**src/rtl/jtag_link_sched.sv**
```systemverilog
// JTAG UART link scheduler: config byte reception and acked sample upload.
// Define LINK_CHECKSUM_EN to append an acked checksum frame after the last sample.
module jtag_link_sched #(
  parameter int N_SAMPLES   = 128,
  parameter int ACK_TIMEOUT = 50000000,
  parameter int MAX_RETRY   = 3
) (
  input  logic        clk,
  input  logic        reset,
  output logic        av_read,
  output logic        av_write,
  output logic [31:0] av_writedata,
  input  logic [31:0] av_readdata,
  input  logic        av_waitrequest,
  input  logic        start_upload,
  output logic [23:0] cfg_word,
  output logic        cfg_valid,
  output logic [7:0]  smp_addr,
  input  logic [9:0]  smp_data,
  output logic        upload_busy,
  output logic        upload_done,
  output logic        link_err
);
  typedef enum logic [3:0] {
    RX_CFG, IDLE, FETCH, TX_LO, TX_HI, WAIT_ACK, DONE
`ifdef LINK_CHECKSUM_EN
    , CK_LO, CK_HI
`endif
  } state_t;

  localparam logic [31:0] T_MAX = 32'(ACK_TIMEOUT - 1);
  localparam logic [7:0] IDX_LAST = 8'(N_SAMPLES - 1);
  localparam logic [7:0] R_MAX = 8'(MAX_RETRY);

  state_t state, state_n;
  logic [1:0] k;
  logic [17:0] shadow;
  logic [7:0] idx, retry, wbyte, wbyte_n;
  logic [9:0] frame;
  logic [31:0] timer;
  logic fetch_ph;
  logic rd_done, wr_done, bus_idle, rx_ok, is_ack;
  logic cfg_hit, expired, last, want_rd, want_wr;
  logic unused_rd;
`ifdef LINK_CHECKSUM_EN
  logic [9:0] sum;
  logic ck_ph;
`endif

  assign bus_idle = !av_read && !av_write;
  assign rd_done = av_read && !av_waitrequest;
  assign wr_done = av_write && !av_waitrequest;
  assign rx_ok = rd_done && av_readdata[15];
  assign is_ack = rx_ok && av_readdata[7:6] == 2'b10;
  assign cfg_hit = rx_ok && av_readdata[7:6] == {~k[0], k[0]};
  // a held read must finish before a timeout can act
  assign expired = timer == T_MAX && (!av_read || rd_done);
  assign last = idx == IDX_LAST;
  assign smp_addr = idx;
  assign upload_done = state == DONE;
  assign av_writedata = {24'd0, wbyte};
  assign unused_rd = ^{av_readdata[31:16], av_readdata[14:8]};

  always_ff @(posedge clk) begin
    if (reset) state <= RX_CFG;
    else state <= state_n;
  end

  always_comb begin
    state_n = state;
    want_rd = 1'b0;
    want_wr = 1'b0;
    wbyte_n = 8'd0;
    unique case (state)
      RX_CFG: begin
        want_rd = 1'b1;
        if (cfg_hit && k == 2'd3) state_n = IDLE;
      end
      IDLE: if (start_upload) state_n = FETCH;
      FETCH: if (fetch_ph) state_n = TX_LO;
      TX_LO: begin
        want_wr = 1'b1;
        wbyte_n = {3'b000, frame[4:0]};
        if (wr_done) state_n = TX_HI;
      end
      TX_HI: begin
        want_wr = 1'b1;
        wbyte_n = {3'b111, frame[9:5]};
        if (wr_done) state_n = WAIT_ACK;
      end
`ifdef LINK_CHECKSUM_EN
      CK_LO: begin
        want_wr = 1'b1;
        wbyte_n = {3'b010, sum[4:0]};
        if (wr_done) state_n = CK_HI;
      end
      CK_HI: begin
        want_wr = 1'b1;
        wbyte_n = {3'b011, sum[9:5]};
        if (wr_done) state_n = WAIT_ACK;
      end
`endif
      WAIT_ACK: begin
        want_rd = timer != T_MAX;
        if (is_ack) begin
`ifdef LINK_CHECKSUM_EN
          if (ck_ph) state_n = DONE;
          else if (last) state_n = CK_LO;
          else state_n = FETCH;
`else
          state_n = last ? DONE : FETCH;
`endif
        end else if (expired) begin
          if (retry < R_MAX) begin
`ifdef LINK_CHECKSUM_EN
            state_n = ck_ph ? CK_LO : TX_LO;
`else
            state_n = TX_LO;
`endif
          end else begin
            state_n = RX_CFG;
          end
        end
      end
      DONE: state_n = RX_CFG;
      default: state_n = RX_CFG;
    endcase
  end

  always_ff @(posedge clk) begin
    if (reset) begin
      av_read <= 1'b0;
      av_write <= 1'b0;
      wbyte <= 8'd0;
      cfg_word <= 24'd0;
      cfg_valid <= 1'b0;
      upload_busy <= 1'b0;
      link_err <= 1'b0;
      k <= 2'd0;
      shadow <= 18'd0;
      idx <= 8'd0;
      retry <= 8'd0;
      frame <= 10'd0;
      timer <= 32'd0;
      fetch_ph <= 1'b0;
`ifdef LINK_CHECKSUM_EN
      sum <= 10'd0;
      ck_ph <= 1'b0;
`endif
    end else begin
      cfg_valid <= 1'b0;
      if (rd_done || wr_done) begin
        av_read <= 1'b0;
        av_write <= 1'b0;
      end else if (bus_idle && want_rd) begin
        av_read <= 1'b1;
      end else if (bus_idle && want_wr) begin
        av_write <= 1'b1;
        wbyte <= wbyte_n;
      end
      if (state == WAIT_ACK && timer != T_MAX) timer <= timer + 32'd1;
      unique case (state)
        RX_CFG: if (cfg_hit) begin
          // earlier fields are staged so a partial config never shows
          if (k == 2'd3) begin
            cfg_word <= {av_readdata[5:0], shadow};
            cfg_valid <= 1'b1;
            link_err <= 1'b0;
            k <= 2'd0;
          end else begin
            shadow <= {av_readdata[5:0], shadow[17:6]};
            k <= k + 2'd1;
          end
        end
        IDLE: if (start_upload) begin
          idx <= 8'd0;
          retry <= 8'd0;
          upload_busy <= 1'b1;
          fetch_ph <= 1'b0;
`ifdef LINK_CHECKSUM_EN
          sum <= 10'd0;
          ck_ph <= 1'b0;
`endif
        end
        FETCH: begin
          fetch_ph <= !fetch_ph;
          if (fetch_ph) begin
            frame <= smp_data;
`ifdef LINK_CHECKSUM_EN
            sum <= sum + smp_data;
`endif
          end
        end
        TX_HI: if (wr_done) timer <= 32'd0;
`ifdef LINK_CHECKSUM_EN
        CK_HI: if (wr_done) timer <= 32'd0;
`endif
        WAIT_ACK: begin
          if (is_ack) begin
            retry <= 8'd0;
`ifdef LINK_CHECKSUM_EN
            if (ck_ph) upload_busy <= 1'b0;
            else if (last) ck_ph <= 1'b1;
            else idx <= idx + 8'd1;
`else
            if (last) upload_busy <= 1'b0;
            else idx <= idx + 8'd1;
`endif
          end else if (expired) begin
            if (retry < R_MAX) begin
              retry <= retry + 8'd1;
            end else begin
              link_err <= 1'b1;
              upload_busy <= 1'b0;
              k <= 2'd0;
            end
          end
        end
        DONE: k <= 2'd0;
        default: ;
      endcase
    end
  end
endmodule

```
**config.mk**
```make
export PLATFORM = sky130hd
export DESIGN_NAME = jtag_link_sched
export DESIGN_NICKNAME = d
export VERILOG_FILES = /design/src/rtl/jtag_link_sched.sv
export SDC_FILE = /design/constraint.sdc
export NUM_CORES = 1
export LEC_CHECK = 0
export ABC_AREA = 1
export BUFFER_PORTS_ARGS = -buffer_cell sky130_fd_sc_hd__buf_2
export CAP_MARGIN = 40
export CORE_MARGIN = 4
export CORE_UTILIZATION = 50
export CTS_BUF_LIST = sky130_fd_sc_hd__clkbuf_2 sky130_fd_sc_hd__clkbuf_4 sky130_fd_sc_hd__clkbuf_8
export CTS_CLUSTER_DIAMETER = 120
export CTS_CLUSTER_SIZE = 24
export DETAILED_ROUTE_END_ITERATION = 6
export MAX_ROUTING_LAYER = met4
export PLACE_DENSITY = 0.74
export SLEW_MARGIN = 20
export SYNTH_ARGS = -nofsm -noshare
export SYNTH_HDL_FRONTEND = slang
export SYNTH_SLANG_ARGS = --single-unit
```
**constraint.sdc**
```tcl
create_clock -name clk -period 2.1 [get_ports clk]
set_clock_uncertainty 0.15 [all_clocks]
set_input_delay 0.105 -clock clk [delete_from_list [all_inputs] [get_ports clk]]
set_output_delay 0.105 -clock clk [all_outputs]
set_load 0.005 [all_outputs]
```
Yosys cells after proc, flatten, opt, wreduce, memory -nomap -nowiden. Index checks and enable logic that the tools add are counted.

$add $sub $neg: 4. Multiply operators: 0. Div/mod/pow operators: 0. Magnitude comparators: 1. Eq/ne operators: 28. Shift-type cells: 0. Mux-type cells: 45. Bitwise logic cells: 6. Reductions and logical operators: 37.

Operators with widths (count): 2-to-1 mux 32 bit (3); 2-to-1 mux 8 bit (6); case mux 8 bit (2 select lines) (3); adder 32 x 1 -> 32 bit (second input constant) (1); == test 32 x 26 -> 1 bit (second input constant) (1); != test 32 x 26 -> 1 bit (second input constant) (1); 2-to-1 mux 4 bit (7); != test 2 bit (second input constant) (12); case mux 4 bit (6 select lines) (1); adder 8 x 1 -> 8 bit (second input constant) (2); 2-to-1 mux 1 bit (13); == test 4 x 3 -> 1 bit (second input constant) (3); 2-to-1 mux 2 bit (6); != test 3 bit (second input constant) (4); AND reduction 6 bit (2); logical AND 1 bit (11); AND reduction 5 bit (2); AND reduction 3 bit (3); == test 4 x 2 -> 1 bit (second input constant) (2); == test 8 x 7 -> 1 bit (second input constant) (1); less-than comparator 8 x 2 -> 1 bit (second input constant) (1); case mux 1 bit (2 select lines) (4); AND reduction 4 bit (2); NOT 1 bit (6); 14 further kinds (24).

Register bits after elaboration: 120. Latch bits: 0. Bits in writable memories: 0. ROM bits: 0. Input bits: 46. Output and inout port bits: 70. Logic and storage cells: 136. Memories: 0.

Longest topological paths before layout.
Depth in word-level cells: 7. Mapped depth: 13. Depth with buffers taken out: 12.

Least setup slack after synthesis. No wires, ideal clock.

Kind: flip-flop to flip-flop. Start point: register timer[0]. End point: register timer[18]. Setup time: 0.113 ns. Data arrival time: 1.596 ns. Data required time: 1.837 ns. Slack: 0.241 ns. Cell stages (with the launch flop): 14. Buffers on the path: 1. Period minus slack after synthesis: 1.859 ns. Cell sequence: dfxtp_1 ha_1 nand2_1 nor2_2 nand3_1 nor2_1 nand2_1 nand2_2 inv_2 buf_2 nand3_1 nand2_1 inv_1 nor2_1.

Cells in the longest elaborated chain, start to end: 5. Elaborated cells between the ends (all ways): 6. Classes of those cells: add/sub: 1; eq/ne: 1; mux: 3; reduce/logical: 1.

Ends and longest elaborated chain: start, declared (RTL line 40) `logic [31:0] timer;`; start signal, assigned (RTL line 161) `if (state == WAIT_ACK && timer != T_MAX) timer <= timer + 32'd1;`; parallel branches: the longest is 2 deep, another holds adder 32 x 1 -> 32 bit; 2-to-1 mux 32 bit (*) (RTL line 161); 2-to-1 mux 32 bit (RTL line 194) `TX_HI: if (wr_done) timer <= 32'd0;`; 2-to-1 mux 32 bit (*) (RTL line 162) `unique case (state)`.

Mark *: on every way between the ends. A chain may end at the register's enable or synchronous reset.

Worst setup path after layout.
Start point: register timer[1]. End point: register retry[4].

Cells in the longest elaborated chain, start to end: 4.

Ends and longest elaborated chain: == test 32 x 26 -> 1 bit (RTL line 57) `assign expired = timer == T_MAX && (!av_read || rd_done);`; logical AND 1 bit (RTL line 57); != test 3 bit (no line); AND reduction 4 bit (no line); end signal, assigned (RTL line 211) `retry <= retry + 8'd1;`; end, declared (RTL line 38) `logic [7:0] idx, retry, wbyte, wbyte_n;`.

No other way between the ends.

==> impl_metrics.ini <==
[status]
status = complete, no violations

[worst_setup_path]
crit_start = timer[1]
reg2reg_from = timer[1]
cp_slowest_stage_delay_ns = 0.35
cp-end-kind = flop
path_common_cell = nand3_1
cp_data_arrival_time_ns = 2.06
cp_cell_sequence = ha_2 > nand2_1 > nor2_2 > nand3_1 > nor2_1 > nand3_1 > nand3_4 > nand3_2 > inv_2 > nor3_1
r2r_slack_ns = 0.20
cp_max_fo = 8
crit_type = flop to flop
cp-start-kind = flop
required_ns = 2.26
crit_slowest_cell = dfxtp_1

[final_layout]
syn_to_final_growth_pct = 18.0
multi_input_area_sq_mm = 0.00274
diodes = 0
nNetsFinal = 974
seqCellArea_sq_mm = 0.00234
nFillCells = 1008
post_route_cells_drive_above_1_share_pct = 15.8

[worst_hold_path]
hp-class = input pin to flop
min_from = start_upload

[routing]
vias = 5331
vias_per_cell = 4.95
ant_nets = 0
firstDrtPassIters = 6
wirelength_mm = 13.3
drc_errors = 0
wl_per_cell_um = 12.4
drt_iter0_drc = 324

[floorplan]
fp.dieW_um = 114
die_y_um = 114
initial_utilization_pct = 51.7
io_pins = 116
fp-row-count = 38
coreArea_sq_mm = 0.0109
die-area_sq_mm = 0.0131

[yosys]
synth_top_family_by_area = simple AND/OR/NAND/NOR gates
synthCells = 829
synthAdderAreaFrac_pct = 0.885
synth-main-ff-cell = dfxtp_1
synth_async_sr_flop_share_pct = 0
ys_warn_count = 0
synth_compound_area_share_pct = 13.8
synth_simple_gate_area_share_pct = 28.7
synth_edf_count = 0
synth_top_area_cell = dfxtp_1
synth_area_per_cell_sq_um = 6.82
synth_cell_type_count = 34
netlist_area_sq_mm = 0.00566
synth_top_area_share_pct = 41.4
ys_seq_area_share_pct = 41.4
ys_seq_elements = 117
synth_area_leaders = dfxtp_1 41%, nand2_1 11%, nor2_1 9.1%, a21oi_1 6.1%, inv_1 5.6%
muxShareOfSynthArea_pct = 0
synthXorXnorAreaFrac_pct = 3.10

[pwr]
power_leakage_uw = 0.00291
p_per_area_mw_per_mm2 = 641
peakVddDrop_mv = 0.464

[grt]
grt_use_total_pct = 21.6
grt_pass1_wl_mm = 22.4
grt_pass1_vias = 4907
grt_max_degree = 37
overflow = 0
antenna_found_initial = 0

[timing]
setup_violations = 0
rsz0062_at_grt = true
period_share_pct = 90.4
min_period_ns = 1.90
fmaxAchievable_ghz = 0.527
hold_violations = 0
slew_viol_final = 0
whs_ns = 0.0779
setup_tns_ns = 0

[cts]
clockBufferDepth = 2
cts.sinks = 117
cts_tree = built
clk_latency_ns = 0.44
cts_root_buffer = clkbuf_8
path_clk_slew_ns = 0.08
numCtsBuffers = 17
htree_num_levels = 4

[placement]
gp_congestion = 0.900
port_buffers = 68
hpwl_mm = 9.44

[run]
drv_cap = 0
[metal layers]
layer / up-vias / global-route usage, % / wire length (um)
met5: - / - / 0
met4: 0 / 6.18 / 209
met3: 21 / 5.97 / 754
met2: 147 / 34.3 / 6190
met1: 2366 / 27.1 / 6180
li1: 2797 / - / -
[path summary, 6_finish.rpt]
check | cells after the start | endpoint
max | 10 | retry[4]
max reg2reg | 10 | retry[4]
min reg2reg | 2 | retry[7]
min | 6 | smp_addr[2]
[flip-flops by register name, summed over array words and instances (netlist names)]
| signal | count |
|---|---|
| av_write | 1 |
| cfg_word | 24 |
| k | 2 |
| wbyte | 6 |
| retry | 8 |
| state | 3 |
| shadow | 18 |
| smp_addr | 8 |
| cfg_valid | 1 |
| upload_busy | 1 |
| av_read | 1 |
| timer | 32 |
| link_err | 1 |
| fetch_ph | 1 |
| frame | 10 |
[metrics by stage]
stage	instances	worst slack, ns	cell area, sq um	util, %	total power (uW)
after global placement	1027	0.0566	6100	55.8	2400
after CTS	1077	0.0869	6650	60.8	4310
after global routing	1077	-0.0196	6670	61.0	4440
after detailed placement	1027	-0.0101	6100	55.8	2400
after floorplan	852	0.241	5740	-	2380
final	1077	0.201	6670	61.0	4280
[repair_timing]
action | in CTS | in global routing
hold endpoints to repair | 36 | 0
buffers inserted | 0 | 0
gates resized for setup | 1 | 7
endpoints found under the setup margin | 2 | 29
hold buffers | 18 | 0
[power breakdown]
part           internal, uW  switching (uW)
registers              2230            7.16
logic                  59.8            85.1
clock network           875            1020
total                  3160            1120
[worst max-delay path, delay by kind of cell, from the launching register on]
family | cells | cell delay [ns]
adders and majority gates | 1 | 0.21
and+or+nand+nor | 8 | 0.95
DFF | 1 | 0.35
buffers and inverters | 1 | 0.12
[layout make-up]
class                      instances  area share (%)
timing repair buffer             106            10.2
multi-input combinational        586            41.1
clock inverter                    14            1.76
tap                              140            2.62
sequential                       117            35.1
clock buffer                      18            3.71
inverter                          96            5.47
[cell families (layout without fill, tap and decap cells)]
kind of cell,after synthesis,in the layout
and+or+nand+nor,386,386
adders and majority gates,4,4
DFF,117,117
buffers and inverters,149,234
other,1,24
xor gates and xnor gates,20,20
AOI/OAI and AO/OA,152,152
[synth_stat cells (2+ instances only)]
library cell / number
inv_1: 85
nand4_1: 13
nor2_2: 2
buf_4: 27
o22ai_1: 5
a211oi_1: 2
ha_1: 4
nand3_1: 27
dfxtp_1: 117
nor3_1: 24
buf_2: 7
clkbuf_1: 17
nand3_2: 5
nor2_1: 137
o21ai_1: 15
nand2_1: 170
inv_2: 10
o21ai_0: 58
a21oi_1: 69
buf_6: 2
xor2_1: 20
[cell usage in the layout, fill, tap and decap left out, types with 2 or more instances in the layout]
cell type,Yosys,layout
nor2_1,137,135
buf_2,7,68
a21oi_1,69,69
nand2_1,170,170
a211oi_1,2,2
nor3_1,24,23
nand2_4,1,2
o21ai_0,58,58
clkinvlp_4,0,5
inv_1,85,85
xor2_1,20,20
nand4_1,13,13
clkinv_4,0,2
nor3_2,1,2
nand3_1,27,27
o22ai_1,5,5
dfxtp_1,117,116
conb_1,1,24
inv_6,0,5
nor2_2,2,4
inv_8,0,2
inv_2,10,9
dlygate4sd3_1,0,18
o21ai_1,15,15
nand3_2,5,4
buf_4,27,19
ha_1,4,3
clkbuf_8,0,18
No activity file was read; power rests on OpenSTA's default activity.
